File: src/rtl/cpu_pkg.sv
// rtl/cpu_pkg.sv - shared encodings for the CPU front end
package cpu_pkg;

  typedef enum logic [1:0] {
    PS_HOLD = 2'b00,
    PS_INC  = 2'b01,
    PS_REG  = 2'b10,
    PS_BR   = 2'b11
  } ps_e;

  typedef enum logic [1:0] {
    ST_FETCH = 2'b00,
    ST_EXEC0 = 2'b01,
    ST_EXEC1 = 2'b10,
    ST_BAD   = 2'b11
  } state_e;

  localparam logic [63:0] PC_STEP = 64'd4;

endpackage

File: src/rtl/fetch_sequencer_if.sv
// rtl/fetch_sequencer_if.sv - instruction fetch bus plus decoder control-word link
interface fetch_sequencer_if;
  logic        imem_req;
  logic [63:0] imem_addr;
  logic        imem_ack;
  logic [31:0] imem_rdata;
  logic [31:0] instr;
  logic        cw_valid;
  logic        exec_phase;
  logic [1:0]  ps;
  logic        nstate;
  logic [63:0] pc_in;
  logic [63:0] br_off;
  logic        mem_busy;

  modport master (
    output imem_req, imem_addr, instr, cw_valid, exec_phase,
    input  imem_ack, imem_rdata, ps, nstate, pc_in, br_off, mem_busy
  );

  modport slave (
    input  imem_req, imem_addr, instr, cw_valid, exec_phase,
    output imem_ack, imem_rdata, ps, nstate, pc_in, br_off, mem_busy
  );
endinterface

File: src/rtl/fetch_sequencer_pc_next_calc.sv
// rtl/fetch_sequencer_pc_next_calc.sv - combinational next-PC select, modulo 2^64
module pc_next_calc
  import cpu_pkg::*;
(
  input  ps_e         ps,
  input  logic [63:0] pc,
  input  logic [63:0] pc_in,
  input  logic [63:0] br_off,
  output logic [63:0] next_pc
);

  always_comb begin
    next_pc = pc;
    case (ps)
      PS_HOLD: next_pc = pc;
      PS_INC:  next_pc = pc + PC_STEP;
      PS_REG:  next_pc = pc_in;
      PS_BR:   next_pc = pc + {br_off[61:0], 2'b00};
      default: next_pc = pc;
    endcase
  end

endmodule

File: src/rtl/fetch_sequencer.sv
// rtl/fetch_sequencer.sv - PC, IR and fetch/execute sequencing for the multi-cycle CPU
module fetch_sequencer
  import cpu_pkg::*;
#(
  parameter logic [63:0] RESET_PC = 64'h0,
  parameter int          CNT_W    = 32
) (
  input  logic             clock,
  input  logic             reset_n,
  fetch_sequencer_if.master bus,
  output logic [63:0]      pc,
  output logic [CNT_W-1:0] retired
);

  state_e           state_q, state_d;
  logic [63:0]      pc_q, pc_d, next_pc;
  logic [31:0]      ir_q, ir_d;
  logic [CNT_W-1:0] retired_q, retired_d;
  logic             started_q, started_d;

  pc_next_calc u_pc_next_calc (
    .ps      (ps_e'(bus.ps)),
    .pc      (pc_q),
    .pc_in   (bus.pc_in),
    .br_off  (bus.br_off),
    .next_pc (next_pc)
  );

  // started_q keeps imem_req low for the first cycle after reset release
  always_ff @(posedge clock or negedge reset_n) begin
    if (!reset_n) begin
      state_q   <= ST_FETCH;
      pc_q      <= RESET_PC;
      ir_q      <= 32'h0;
      retired_q <= '0;
      started_q <= 1'b0;
    end else begin
      state_q   <= state_d;
      pc_q      <= pc_d;
      ir_q      <= ir_d;
      retired_q <= retired_d;
      started_q <= started_d;
    end
  end

  always_comb begin
    state_d   = state_q;
    pc_d      = pc_q;
    ir_d      = ir_q;
    retired_d = retired_q;
    started_d = 1'b1;
    case (state_q)
      ST_FETCH: begin
        if (started_q && bus.imem_ack) begin
          ir_d    = bus.imem_rdata;
          state_d = ST_EXEC0;
        end
      end
      ST_EXEC0: begin
        if (!bus.mem_busy) begin
          pc_d = next_pc;
          if (bus.nstate) begin
            state_d = ST_EXEC1;
          end else begin
            state_d   = ST_FETCH;
            retired_d = retired_q + CNT_W'(1);
          end
        end
      end
      ST_EXEC1: begin
        if (!bus.mem_busy) begin
          pc_d      = next_pc;
          state_d   = ST_FETCH;
          retired_d = retired_q + CNT_W'(1);
        end
      end
      default: state_d = ST_FETCH;
    endcase
  end

  assign bus.imem_req   = started_q && (state_q == ST_FETCH);
  assign bus.imem_addr  = pc_q;
  assign bus.instr      = ir_q;
  assign bus.cw_valid   = (state_q == ST_EXEC0) || (state_q == ST_EXEC1);
  assign bus.exec_phase = (state_q == ST_EXEC1);
  assign pc             = pc_q;
  assign retired        = retired_q;

endmodule

File: src/flat_wrapper.sv
// flat-port wrapper written by rule: the top's interface ports become plain ports
module fetch_sequencer_flat import cpu_pkg::*;
#(
  parameter logic [63:0] RESET_PC = 64'h0,
  parameter int          CNT_W    = 32
)
  (clock, reset_n, pc, retired, bus_imem_req, bus_imem_addr, bus_instr, bus_cw_valid, bus_exec_phase, bus_imem_ack, bus_imem_rdata, bus_ps, bus_nstate, bus_pc_in, bus_br_off, bus_mem_busy);
  fetch_sequencer_if bus_i ();
  input  logic clock;
  input  logic reset_n;
  output logic [63:0] pc;
  output logic [CNT_W-1:0] retired;
  output wire logic [$bits(bus_i.imem_req)-1:0] bus_imem_req;
  output wire logic [$bits(bus_i.imem_addr)-1:0] bus_imem_addr;
  output wire logic [$bits(bus_i.instr)-1:0] bus_instr;
  output wire logic [$bits(bus_i.cw_valid)-1:0] bus_cw_valid;
  output wire logic [$bits(bus_i.exec_phase)-1:0] bus_exec_phase;
  input wire logic [$bits(bus_i.imem_ack)-1:0] bus_imem_ack;
  input wire logic [$bits(bus_i.imem_rdata)-1:0] bus_imem_rdata;
  input wire logic [$bits(bus_i.ps)-1:0] bus_ps;
  input wire logic [$bits(bus_i.nstate)-1:0] bus_nstate;
  input wire logic [$bits(bus_i.pc_in)-1:0] bus_pc_in;
  input wire logic [$bits(bus_i.br_off)-1:0] bus_br_off;
  input wire logic [$bits(bus_i.mem_busy)-1:0] bus_mem_busy;
  assign bus_imem_req = bus_i.imem_req;
  assign bus_imem_addr = bus_i.imem_addr;
  assign bus_instr = bus_i.instr;
  assign bus_cw_valid = bus_i.cw_valid;
  assign bus_exec_phase = bus_i.exec_phase;
  assign bus_i.imem_ack = bus_imem_ack;
  assign bus_i.imem_rdata = bus_imem_rdata;
  assign bus_i.ps = bus_ps;
  assign bus_i.nstate = bus_nstate;
  assign bus_i.pc_in = bus_pc_in;
  assign bus_i.br_off = bus_br_off;
  assign bus_i.mem_busy = bus_mem_busy;
  fetch_sequencer #(.RESET_PC(RESET_PC), .CNT_W(CNT_W)) u_core (.clock(clock), .reset_n(reset_n), .bus(bus_i), .pc(pc), .retired(retired));
endmodule
File: config.mk
export PLATFORM = sky130hd
export DESIGN_NAME = fetch_sequencer_flat
export DESIGN_NICKNAME = d
export VERILOG_FILES = /design/src/rtl/cpu_pkg.sv /design/src/rtl/fetch_sequencer_if.sv /design/src/rtl/fetch_sequencer_pc_next_calc.sv /design/src/rtl/fetch_sequencer.sv /design/src/flat_wrapper.sv
export SDC_FILE = /design/constraint.sdc
export NUM_CORES = 1
export LEC_CHECK = 0
export BUFFER_PORTS_ARGS = -buffer_cell sky130_fd_sc_hd__buf_2
export CORE_UTILIZATION = 57
export CTS_CLUSTER_DIAMETER = 60
export DETAILED_ROUTE_END_ITERATION = 10
export GPL_TIMING_DRIVEN = 0
export PLACE_DENSITY = 0.95
export SLEW_MARGIN = 20
export SYNTH_ARGS = -nofsm -noshare
export SYNTH_HDL_FRONTEND = slang
export SYNTH_HIERARCHICAL = 1
export SYNTH_SLANG_ARGS = --single-unit
File: constraint.sdc
create_clock -name clock -period 5.8 [get_ports clock]
set_input_delay 1.45 -clock clock [delete_from_list [all_inputs] [get_ports clock]]
set_output_delay 1.45 -clock clock [all_outputs]
set_load 0.1 [all_outputs]
==> impl_metrics.toml <==
[hold_path]
holdPathStages = 1
min_to = "u_core/retired[29]"
hp-class = "register to register"
worstHoldStart = "u_core/retired[29]"

[finish]
drive_gt1_share_pct = 37.42
final_cells = 1923
register_area_um2 = 3278
multi_input_area_um2 = 7136
fillCellCount = 1406
synthToLayoutAreaGrowth_pct = 25.06
final_nets = 1874

[placed_design]
routabilityCongestion = 0.9838
place_inst = 1887
post-place-ws_ns = -1.207
hpwlAfterDp_mm = 28.59
port_buffers = 357

[worst_setup_path]
path_cells = "clkbuf_2 -> clkbuf_2 -> clkbuf_4 -> nand3b_1 -> ha_1 -> fa_1 -> a211oi_1 -> o211ai_1 -> a21boi_2 -> o32a_1 -> a211oi_2 -> a211oi_4 -> o41ai_2 -> a221o_1 -> xnor2_1 -> o21ai_1 -> mux2_2"
cp_top_family = "compound AO/OA/AOI/OAI gates"
slowest_stage = "a211oi_4"
cp-start-kind = "input pin"
worstPathRequired_ns = 6.11
crit_top_cell = "clkbuf_2"
cpPeakStageDelay_ns = 0.45
cp.arrival_ns = 5.93
reg2reg_setup_slack_ns = 1.83
rr_worst_depth = 14
endpoint_kind = "register"
crit_path_max_fanout = 10
r2r-end = "u_core/bus.imem_addr[62]"
criticalPathCategory = "input pin to register"
rr_startpoint = "u_core/bus.imem_addr[12]"
crit_buf_inv = 3

[global_routing]
track_usage_pct = 35.93
grt_pass1_vias = 11120
grt_start_max_net_pins = 81
grt_pass1_wl_mm = 56.55
grt_overflow = 0
antenna_found_initial = 6

[cts]
cts_max_path_buffers = 2
clockRootBuffer = "clkbuf_16"
cts_tree = "yes"
ctsHoldBuffers = 0
cts.htree.levels = 4
cts_num_sinks = 131
clk_pin_slew_worst_paths_ns = 0.07
insertion_delay_ns = 0.43
numCtsBuffers = 17

[routing]
drtIter0Drc = 927
drc = 0
wirelength_mm = 37.61
first_pass_iters = 5
num_vias = 11630
vias_per_cell = 6.050
drt-wirelength-per-cell_um = 19.56
ant_nets = 0

[sta]
fin_ws_ns = 0.1744
period_needed_ns = 5.626
skew_ns = 0.01238
period_share_pct = 96.99
fmax_ghz = 0.1778
finalHoldViolCount = 0
setup_viol = 0
tightest_slew_ns = 0.8576
slew_viol_final = 0
rsz0062_at_grt = "no"
setup_total_negative_slack_ns = 0
slew_headroom_pct = 42.83

[synthesis]
syn_area_um2 = 11340
synth_top_cell_area_share_pct = 28.91
synth_area_leader_cell = "dfrtp_1"
async_flop_share_pct = 100.0
yosys_register_bits = 131
ys_top_cells_by_area = "dfrtp_1, mux2_2, ha_1"
syn_nets = 1497
syn_avg_cell_area_um2 = 8.970
synth_top_flop_cell = "dfrtp_1"
synth_edf_count = 0
synth_cell_types = 86
yosysWarnings = 6
synthCells = 1264
ys_seq_area_share_pct = 28.91

[die]
coreArea_um2 = 19460
die_area_um2 = 20460
dieWidth_um = 143.0
start_util_pct = 58.26
num_rows = 51
ioPinCount = 362
die_h_um = 143.0

[status]
outcome = "finished, final reports clean"

[job]
drv_cap = 0
-- kinds of logic (layout without fill, tap and decap cells) --
kind of cell | Yosys count | count (layout) | synth area share [%]
flops | 131 | 131 | 28.91
other cells | 1 | 5 | 0.03307
buf+inv | 165 | 555 | 8.530
mux | 156 | 156 | 14.96
xor+xnor | 80 | 80 | 6.180
fa+ha+maj | 66 | 66 | 7.349
simple gates | 370 | 370 | 17.21
compound gates | 295 | 295 | 16.82
-- cells in the mapped netlist (11+ instances only) --
cell type and n:
nand4_1 18, o21bai_1 11, nor3_1 19, clkbuf_1 35
nor2_1 54, nand3_1 21, mux2_1 19, buf_4 67
o21ai_0 81, nand2_1 116, buf_1 11, ha_1 65
o21a_1 11, a211oi_1 13, nor2b_1 18, xor2_1 41
a21oi_1 73, dfrtp_1 131, and3_1 72, buf_2 13
a21o_1 31, mux2_2 89, inv_1 27, xnor2_1 39
mux2i_1 48
-- cell type report --
cell class,count,area share (%)
plain buffers,137,6.194
flip-flops and latches,131,23.12
well taps,265,2.338
diodes,4,0.07059
multi-input cells,968,50.32
clock buffers,17,3.000
clock inverters,15,1.324
repair buffers,359,12.92
inverters,27,0.7147
-- routing by layer --
metal	track usage (%)	wire length, µm	up-vias	part of all wire [%]
met1	41.13	14270	5490	38
met2	61.90	18250	692	49
met5	0	23	-	0.061
li1	-	-	5297	-
met3	7.646	3181	151	8.5
met4	20.71	1871	4	5.0
-- worst max path at each step --
stage,start,endpoint,slack [ns],cells after the start
global route,bus_ps[1],u_core/bus.imem_addr[39],0.05,17
CTS,bus_ps[1],u_core/bus.imem_addr[57],0.001,16
global placement,bus_ps[0],u_core/bus.imem_addr[62],-1.19,17
finish,bus_ps[0],u_core/bus.imem_addr[60],0.17,17
detailed placement,bus_ps[0],u_core/bus.imem_addr[62],-1.21,17
floorplan,bus_ps[1],u_core/bus.imem_addr[60],0.41,17
-- layout by cell type (no fill, tap or decap), drive strengths merged, types with 48 or more instances in the layout --
| cell | n |
|---|---|
| nor2 | 54 |
| nand2 | 116 |
| a21oi | 74 |
| mux2i | 48 |
| clkbuf | 58 |
| mux2 | 108 |
| and3 | 74 |
| buf | 451 |
| dfrtp | 131 |
| o21ai | 84 |
| ha | 65 |
-- state kept, by name (all words and copies together) (netlist names) --
name / count
u_core/retired: 32
u_core/bus.imem_addr: 64
u_core/started_q: 1
u_core/bus.instr: 32
u_core/state_q: 2
-- what timing repair did --
action	CTS	global route
endpoints found under the setup margin	27	16
setup buffers	1	0
pin swaps	1	0
resized for setup	11	13
-- through the flow --
stage	util, %	cell area, µm²	hold WS [ns]
after CTS	72.64	14140	0.4877
after floorplan	-	11340	0.4938
after detailed placement	69.33	13490	0.4745
after global routing	72.86	14180	0.5063
after global placement	69.14	13460	0.4515
final	72.86	14180	0.4889
Power is left out: the tool's default activity adds up to more than one toggle a clock period on the data nets, which glitch-free logic cannot reach.
